**src/rtl/control_sequencer.sv**
```systemverilog
// Hardwired Moore control unit for the bus-based CPU datapath: fetch in T0-T2,
// opcode-specific execute in T3-T7, with synchronous reset and a sticky HALT.
module control_sequencer #(
  parameter int OPW = 5
) (
  input  logic            clk,
  input  logic            clr,
  input  logic [31:0]     ir,
  input  logic            stop,
  input  logic            con_ff,
  output logic            PCout,
  output logic            PCin,
  output logic            IncPC,
  output logic            MARin,
  output logic            MDRin,
  output logic            MDRout,
  output logic            IRin,
  output logic            Read,
  output logic            ramWE,
  output logic            Yin,
  output logic            ZLowIn,
  output logic            ZHighIn,
  output logic            ZLowout,
  output logic            ZHighout,
  output logic            HIin,
  output logic            LOin,
  output logic            HIout,
  output logic            LOout,
  output logic            Gra,
  output logic            Grb,
  output logic            Grc,
  output logic            Rin,
  output logic            Rout,
  output logic            BAout,
  output logic            Cout,
  output logic            InPortout,
  output logic            OutPortIn,
  output logic [OPW-1:0]  alu_op,
  output logic            run,
  output logic [2:0]      step
);

  // T0..T7 encode their own step number so step/increment come straight from the state.
  typedef enum logic [3:0] {
    S_T0 = 4'd0, S_T1 = 4'd1, S_T2 = 4'd2, S_T3 = 4'd3,
    S_T4 = 4'd4, S_T5 = 4'd5, S_T6 = 4'd6, S_T7 = 4'd7,
    S_RESET = 4'd8, S_HALT = 4'd9
  } state_t;

  localparam logic [OPW-1:0] OP_LD   = 5'b00000;
  localparam logic [OPW-1:0] OP_ST   = 5'b00010;
  localparam logic [OPW-1:0] OP_ADD  = 5'b00011;
  localparam logic [OPW-1:0] OP_SUB  = 5'b00100;
  localparam logic [OPW-1:0] OP_AND  = 5'b00101;
  localparam logic [OPW-1:0] OP_OR   = 5'b00110;
  localparam logic [OPW-1:0] OP_ADDI = 5'b01100;
  localparam logic [OPW-1:0] OP_MUL  = 5'b01111;
  localparam logic [OPW-1:0] OP_DIV  = 5'b10000;
  localparam logic [OPW-1:0] OP_IN   = 5'b10110;
  localparam logic [OPW-1:0] OP_OUT  = 5'b10111;
  localparam logic [OPW-1:0] OP_MFHI = 5'b11000;
  localparam logic [OPW-1:0] OP_MFLO = 5'b11001;
  localparam logic [OPW-1:0] OP_HALT = 5'b11011;

  state_t         state_q, state_d;
  logic [OPW-1:0] opcode;
  logic [2:0]     last_step;
  logic           unused_inputs;

  assign opcode        = ir[31:32-OPW];
  assign unused_inputs = ^{con_ff, ir[31-OPW:0]};

  always_comb begin
    case (opcode)
      OP_ADD, OP_SUB, OP_AND, OP_OR, OP_ADDI: last_step = 3'd5;
      OP_MUL, OP_DIV:                         last_step = 3'd6;
      OP_LD, OP_ST:                           last_step = 3'd7;
      default:                                last_step = 3'd3;
    endcase
  end

  // NOTE: sequential state uses non-blocking assignments so every flop samples pre-edge values.
  always_ff @(posedge clk) begin
    if (!clr) state_q <= S_RESET;
    else      state_q <= state_d;
  end

  always_comb begin
    state_d = state_q;
    case (state_q)
      S_RESET: state_d = S_T0;
      S_HALT:  state_d = S_HALT;
      S_T0, S_T1, S_T2: state_d = state_t'(state_q + 4'd1);
      default: begin
        if (state_q[2:0] == last_step)
          state_d = (stop || opcode == OP_HALT) ? S_HALT : S_T0;
        else
          state_d = state_t'(state_q + 4'd1);
      end
    endcase
  end

  // NOTE: every output gets a default before the case, so no path leaves one unassigned (no latches).
  always_comb begin
    {PCout, PCin, IncPC, MARin, MDRin, MDRout, IRin, Read, ramWE} = '0;
    {Yin, ZLowIn, ZHighIn, ZLowout, ZHighout, HIin, LOin, HIout, LOout} = '0;
    {Gra, Grb, Grc, Rin, Rout, BAout, Cout, InPortout, OutPortIn} = '0;
    alu_op = OP_ADD;
    run    = (state_q != S_RESET) && (state_q != S_HALT);
    step   = run ? state_q[2:0] : 3'd0;
    case (state_q)
      S_T0: begin PCout = 1'b1; MARin = 1'b1; IncPC = 1'b1; ZLowIn = 1'b1; end
      S_T1: begin ZLowout = 1'b1; PCin = 1'b1; Read = 1'b1; MDRin = 1'b1; end
      S_T2: begin MDRout = 1'b1; IRin = 1'b1; end
      S_T3: begin
        case (opcode)
          OP_ADD, OP_SUB, OP_AND, OP_OR, OP_ADDI: begin Grb = 1'b1; Rout = 1'b1; Yin = 1'b1; end
          OP_MUL, OP_DIV: begin Gra = 1'b1; Rout = 1'b1; Yin = 1'b1; end
          OP_LD, OP_ST:   begin Grb = 1'b1; BAout = 1'b1; Yin = 1'b1; end
          OP_MFHI: begin HIout = 1'b1; Gra = 1'b1; Rin = 1'b1; end
          OP_MFLO: begin LOout = 1'b1; Gra = 1'b1; Rin = 1'b1; end
          OP_IN:   begin InPortout = 1'b1; Gra = 1'b1; Rin = 1'b1; end
          OP_OUT:  begin Gra = 1'b1; Rout = 1'b1; OutPortIn = 1'b1; end
          default: ;
        endcase
      end
      S_T4: begin
        // Immediate/address forms add the constant; everything else runs its own ALU function.
        alu_op = opcode;
        case (opcode)
          OP_ADD, OP_SUB, OP_AND, OP_OR: begin Grc = 1'b1; Rout = 1'b1; ZLowIn = 1'b1; end
          OP_ADDI, OP_LD, OP_ST: begin Cout = 1'b1; ZLowIn = 1'b1; alu_op = OP_ADD; end
          OP_MUL, OP_DIV: begin Grb = 1'b1; Rout = 1'b1; ZHighIn = 1'b1; ZLowIn = 1'b1; end
          default: ;
        endcase
      end
      S_T5: begin
        case (opcode)
          OP_ADD, OP_SUB, OP_AND, OP_OR, OP_ADDI: begin ZLowout = 1'b1; Gra = 1'b1; Rin = 1'b1; end
          OP_MUL, OP_DIV: begin ZLowout = 1'b1; LOin = 1'b1; end
          OP_LD, OP_ST:   begin ZLowout = 1'b1; MARin = 1'b1; end
          default: ;
        endcase
      end
      S_T6: begin
        case (opcode)
          OP_MUL, OP_DIV: begin ZHighout = 1'b1; HIin = 1'b1; end
          OP_LD: begin Read = 1'b1; MDRin = 1'b1; end
          OP_ST: begin Gra = 1'b1; Rout = 1'b1; MDRin = 1'b1; end
          default: ;
        endcase
      end
      S_T7: begin
        case (opcode)
          OP_LD: begin MDRout = 1'b1; Gra = 1'b1; Rin = 1'b1; end
          OP_ST: ramWE = 1'b1;
          default: ;
        endcase
      end
      default: ;
    endcase
  end

endmodule

```
**config.mk**
```make
export PLATFORM = sky130hd
export DESIGN_NAME = control_sequencer
export DESIGN_NICKNAME = d
export VERILOG_FILES = /design/src/rtl/control_sequencer.sv
export SDC_FILE = /design/constraint.sdc
export NUM_CORES = 1
export LEC_CHECK = 0
export ABC_AREA = 1
export CORE_MARGIN = 8
export CORE_UTILIZATION = 25
export CTS_CLUSTER_DIAMETER = 60
export DETAILED_ROUTE_END_ITERATION = 6
export DONT_BUFFER_PORTS = 1
export PLACE_DENSITY_LB_ADDON = 0.25
export SYNTH_ARGS = -nofsm -noshare
export SYNTH_HDL_FRONTEND = slang
export SYNTH_SLANG_ARGS = --single-unit
```
**constraint.sdc**
```tcl
create_clock -name clk -period 1.7 [get_ports clk]
set_clock_uncertainty 0.05 [all_clocks]
set_input_delay 0.17 -clock clk [delete_from_list [all_inputs] [get_ports clk]]
set_output_delay 0.17 -clock clk [all_outputs]
set_load 0.02 [all_outputs]
```
=== After elaboration in Yosys (flattened, before gate mapping) ===
Memories as Yosys holds them, arrays and structs flattened.
Index checks and enable logic that the tools add are counted.

* Bits of input ports: 36
* Memory bits (read-only): 96
* Register bits after elaboration: 4
* Memories: 1

* Reduce and logical (&&, ||, !) cells: 16
* Mux-type cells: 48
* Eq/ne operators: 25
* Add/subtract/negate cells: 1

{| class="wikitable"
|+ Memory list
! memory !! depth !! bits a word !! rd ports !! clocked after memory_dff !! wr ports !! line !! text
|-
| (no name shown) || 32 || 3 || 1 || 0 || 0 || 74 || <nowiki>case (opcode)</nowiki>
|}

{| class="wikitable"
|+ Operators with widths
! kind !! count
|-
| 1-bit two-way mux || 32
|-
| 5-bit equality test, second input constant || 6
|-
| 4-bit by 3-bit equality test with 1-bit output, second input constant || 4
|-
| 5-bit by 3-bit equality test with 1-bit output, second input constant || 3
|-
| 1-bit case mux with 2 select lines || 7
|-
| 4-bit case mux with 3 select lines || 1
|-
| 6-bit OR reduction || 2
|-
| 5-bit by 2-bit equality test with 1-bit output, second input constant || 2
|-
| 5-bit by 4-bit equality test with 1-bit output, second input constant || 2
|-
| 5-bit two-way mux || 2
|-
| 3-bit OR reduction || 3
|-
| 9-bit OR reduction || 1
|-
| 4-bit by 2-bit equality test with 1-bit output, second input constant || 2
|-
| 4-bit equality test, second input constant || 2
|-
| 4-bit two-way mux || 2
|-
| 4-bit inequality test, second input constant || 2
|-
| 8-bit OR reduction || 1
|-
| 7-bit OR reduction || 1
|-
| 1-bit case mux with 3 select lines || 2
|-
| 5-bit logical NOT || 1
|-
| 5-bit OR reduction || 1
|-
| 4-bit by 1-bit adder with 4-bit output, second input constant || 1
|-
| 4-bit by 1-bit equality test with 1-bit output, second input constant || 1
|-
| 4-bit logical NOT || 1
|-
| 7 further kinds || 8
|}

=== Longest topological paths before layout ===
* Word-level depth: 5
* Depth in mapped cells: 13

=== Worst setup path after synthesis ===
Ideal clock, no wire load.

* Path kind: register -> output
* From: register state_q[0]
* To: output port Rout
* Data required time: 1.480 ns
* Data arrival time: 1.797 ns
* Path slack: -0.317 ns
* Stages on the path, launching flop included: 8
* Path buffers: 0
* Cells stage by stage: dfxtp_1 ha_1 nand2_1 nor2_1 inv_1 nor3_1 a21oi_1 o2111ai_1

* Longest elaborated chain between the ends: 2
* Elaborated cells on any way between the ends: 4

{| class="wikitable"
|+ Ends and longest elaborated chain
! element !! line !! text
|-
| start, declared || 65 || <nowiki>state_t state_q, state_d;</nowiki>
|-
| start signal, assigned || 85 || <nowiki>else state_q <= state_d;</nowiki>
|-
| 4-bit by 3-bit equality test with 1-bit output / 4-bit by 2-bit equality test with 1-bit output (equally long branches) || 111 || <nowiki>case (state_q)</nowiki>
|-
| 1-bit case mux with 3 select lines * || 111 ||
|-
| end, declared || 33 || <nowiki>output logic Rout,</nowiki>
|}

Mark *: on every way between the ends. The rest lies on a longest branch, timed or not.

=== Worst setup path after layout ===
* From: register state_q[1]
* To: output port Gra

* Longest elaborated chain between the ends: 2
* Elaborated cells on any way between the ends: 5

{| class="wikitable"
|+ Ends and longest elaborated chain
! element !! line !! text
|-
| 4-bit by 3-bit equality test with 1-bit output / 4-bit by 2-bit equality test with 1-bit output (equally long branches) || 111 ||
|-
| 1-bit case mux with 4 select lines * || 111 ||
|-
| end, declared || 29 || <nowiki>output logic Gra,</nowiki>
|}

Marked as above.

==> metrics.cfg <==
[route]
vias_per_cell=4.40
wl_per_cell_um=11.4
num_vias=1312
ant_nets=0
firstDrtPassIters=4
first_iter_violations=30
drc=0
postRouteWirelength_um=3400

[sta]
clock.fmax_mhz=574
rsz0062_at_grt=yes
report.final.slew_viol_count=0
fin_crit_sh_pct=102
timing.final.ws_setup_ns=-0.0419
holdWs_ns=0.0144
slew-limit-headroom_pct=77.1
worst_pin_slew_ns=0.343
setup_viol=4
min_period_ns=1.74
hold_viol=0

[final_layout]
final_layout_size_suffix_gt1_share_pct=57.7
nNetsFinal=296
largest_reg_flops=4
fillers=385
regArea_sq_um=90.1
final_cells=298
area_growth_pct=89.6
top_regs=state_q x4
fin_area_sq_mm=0.00191
diodes=0
largest-register=state_q
multi_input_area_sq_um=977

[job]
drv_cap=0

[synth]
ys_types=28
yosys.area_share.simple_pct=44.5
synth_mux_area_share_pct=0
syn_inst=181
synth_warnings=0
synth_compound_area_share_pct=13.5
synth_xor_area_share_pct=0
yosysSeqAreaShare_pct=7.94
syn-cell-area_sq_mm=0.00101
synth.avg_cell_area_sq_um=5.57
synth_top_family_by_area=simple AND/OR/NAND/NOR gates
synth_seq_cells=4
synth_nets=227
synth_fa_ha_area_share_pct=12.4

[clock_tree]
clk_latency_ns=0.21
htree_levels=1
cts_tree=yes
clk_pin_slew_ns=0.03
root_buffer=clkbuf_8
cts.sinks=4
holdBufCountCts=0
cts_inserted_buffers=3
cts_buffer_depth=2

[min_path]
hold_path_class=input pin to register
holdPathStages=2
hold_start=clr

[floorplan]
placeableCoreArea_sq_mm=0.00394
io_pins=72
die_h_um=79.5
initial_core_util_pct=25.6
die_width_um=79.5
rows=23
die_area_sq_mm=0.00632

[pwr]
power.density_mw_per_mm2=931
vdd_ir_drop_max_mv=0.470
p_leak_nw=0.894

[place]
hpwl_um=2800
place_inst=287
port-buffer-count=0
gp_congestion=0.781
dpl_cell_area_sq_mm=0.00150

[global_routing]
busiest_layer=met2
grt.met1_usage_pct=11.4
track_usage_pct=10.6
grt_pass1_wl_um=5660
grt_max_degree=12
grt_overflow=0
grt_antenna_before_repair=0
use_met3_pct=2.70
grt_pass1_vias=1267
grt_util_met2_pct=20.0

[worst_setup_path]
crit_path_start=state_q[1]
cp.required_ns=1.48
endpoint_kind=output port
worst-setup-path-type=register to output port
cp.arrival_ns=1.52
r2r-start=state_q[0]
cp-start-kind=register
r2r_cells=8
critPathMaxFanout=3

[status]
violations=negative setup slack
outcome=finished with violations

synth_stat cells:
cell type / n / area [sq um]
nor2_1: 31 / 116
nand3_1: 10 / 50.1
inv_2: 3 / 11.3
a32oi_1: 1 / 8.76
a21oi_1: 3 / 15.0
nor3_1: 6 / 30.0
clkbuf_1: 1 / 3.75
buf_4: 2 / 15.0
o21bai_1: 1 / 7.51
or2_2: 2 / 12.5
nand3_2: 1 / 10.0
dfxtp_1: 4 / 80.1
nor4_1: 3 / 18.8
nand2_2: 3 / 18.8
nand2_1: 34 / 128
nor2_4: 2 / 22.5
o211ai_1: 1 / 7.51
buf_6: 3 / 33.8
ha_1: 10 / 125
o31ai_2: 1 / 12.5
o21ai_0: 7 / 35.0
o2111ai_1: 2 / 17.5
nand3_4: 1 / 17.5
a21oi_2: 2 / 17.5
inv_1: 41 / 154
nand4_1: 4 / 25.0
a31oi_1: 1 / 6.26
o221ai_1: 1 / 8.76
per-layer routing:
layer | vias to the layer above | share of wire [%]
li1 | 700 | -
met1 | 583 | 41
met2 | 27 | 52
met3 | 2 | 6.4
met4 | 0 | 0.56
met5 | - | 0
logic make-up (layout without fill, tap and decap cells):
family,Yosys count,in the layout
AOI/OAI and AO/OA,20,20
adders and majority gates,10,10
buffers and inverters,50,117
DFF,4,4
and+or+nand+nor,97,97
through the flow:
stage,power (mW),utilization [%],setup WS (ns),setup TNS [ns]
5_1_grt,1.94,48.5,-0.119,-0.954
2_1_floorplan,0.818,-,-0.0775,-0.190
6_report,1.78,48.5,-0.0419,-0.0840
3_3_place_gp,1.28,37.9,-0.0766,-0.152
4_1_cts,1.59,42.9,-0.115,-0.402
3_5_place_dp,1.28,37.9,-0.0620,-0.154
critical path, cell delays in order, from the launching register on:
cell	delay (ns)
dfxtp_4	0.35
buf_6	0.12
ha_4	0.16
nand2_4	0.06
nor2_4	0.04
buf_4	0.14
a21oi_4	0.14
o2111ai_2	0.14
buf_6	0.16
final cells by class:
class	instances	area share (%)
inverters	44	9.29
flip-flops and latches	4	4.71
repair buffers	70	29.5
multi-input cells	127	51.1
clock buffers	3	2.16
well taps	50	3.27
power by group:
group | internal, mW | switching [mW]
combinational | 0.632 | 0.749
clock | 0.151 | 0.0451
sequential | 0.142 | 0.0604
total | 0.924 | 0.855
layout by cell type (no fill, tap or decap), types with 3 or more instances in the layout:
cell and instances:
inv_1 29, inv_4 3, nor2_1 17, o21ai_1 3, o21ai_0 4, nand4_1 4, a21oi_2 3, nor2_4 10
buf_6 10, buf_4 60, nand2_2 7, ha_4 3, clkbuf_8 3, nand2_1 28, nor3_1 3, ha_1 4
nand3_1 8, ha_2 3, inv_2 11, nor2_2 6
worst paths after layout:
| check | end | slack, ns |
|---|---|---|
| max | Gra | -0.04 |
| min | state_q[0] | 0.01 |
| max reg2reg | state_q[0] | 0.14 |
| min reg2reg | state_q[3] | 0.61 |
what timing repair did:
item | in CTS | in global routing
setup endpoints to repair | 24 | 29
pin swaps | 6 | 15
setup buffers | 3 | 5
gates resized for setup | 33 | 60
Power figures use the tool's default switching activity.
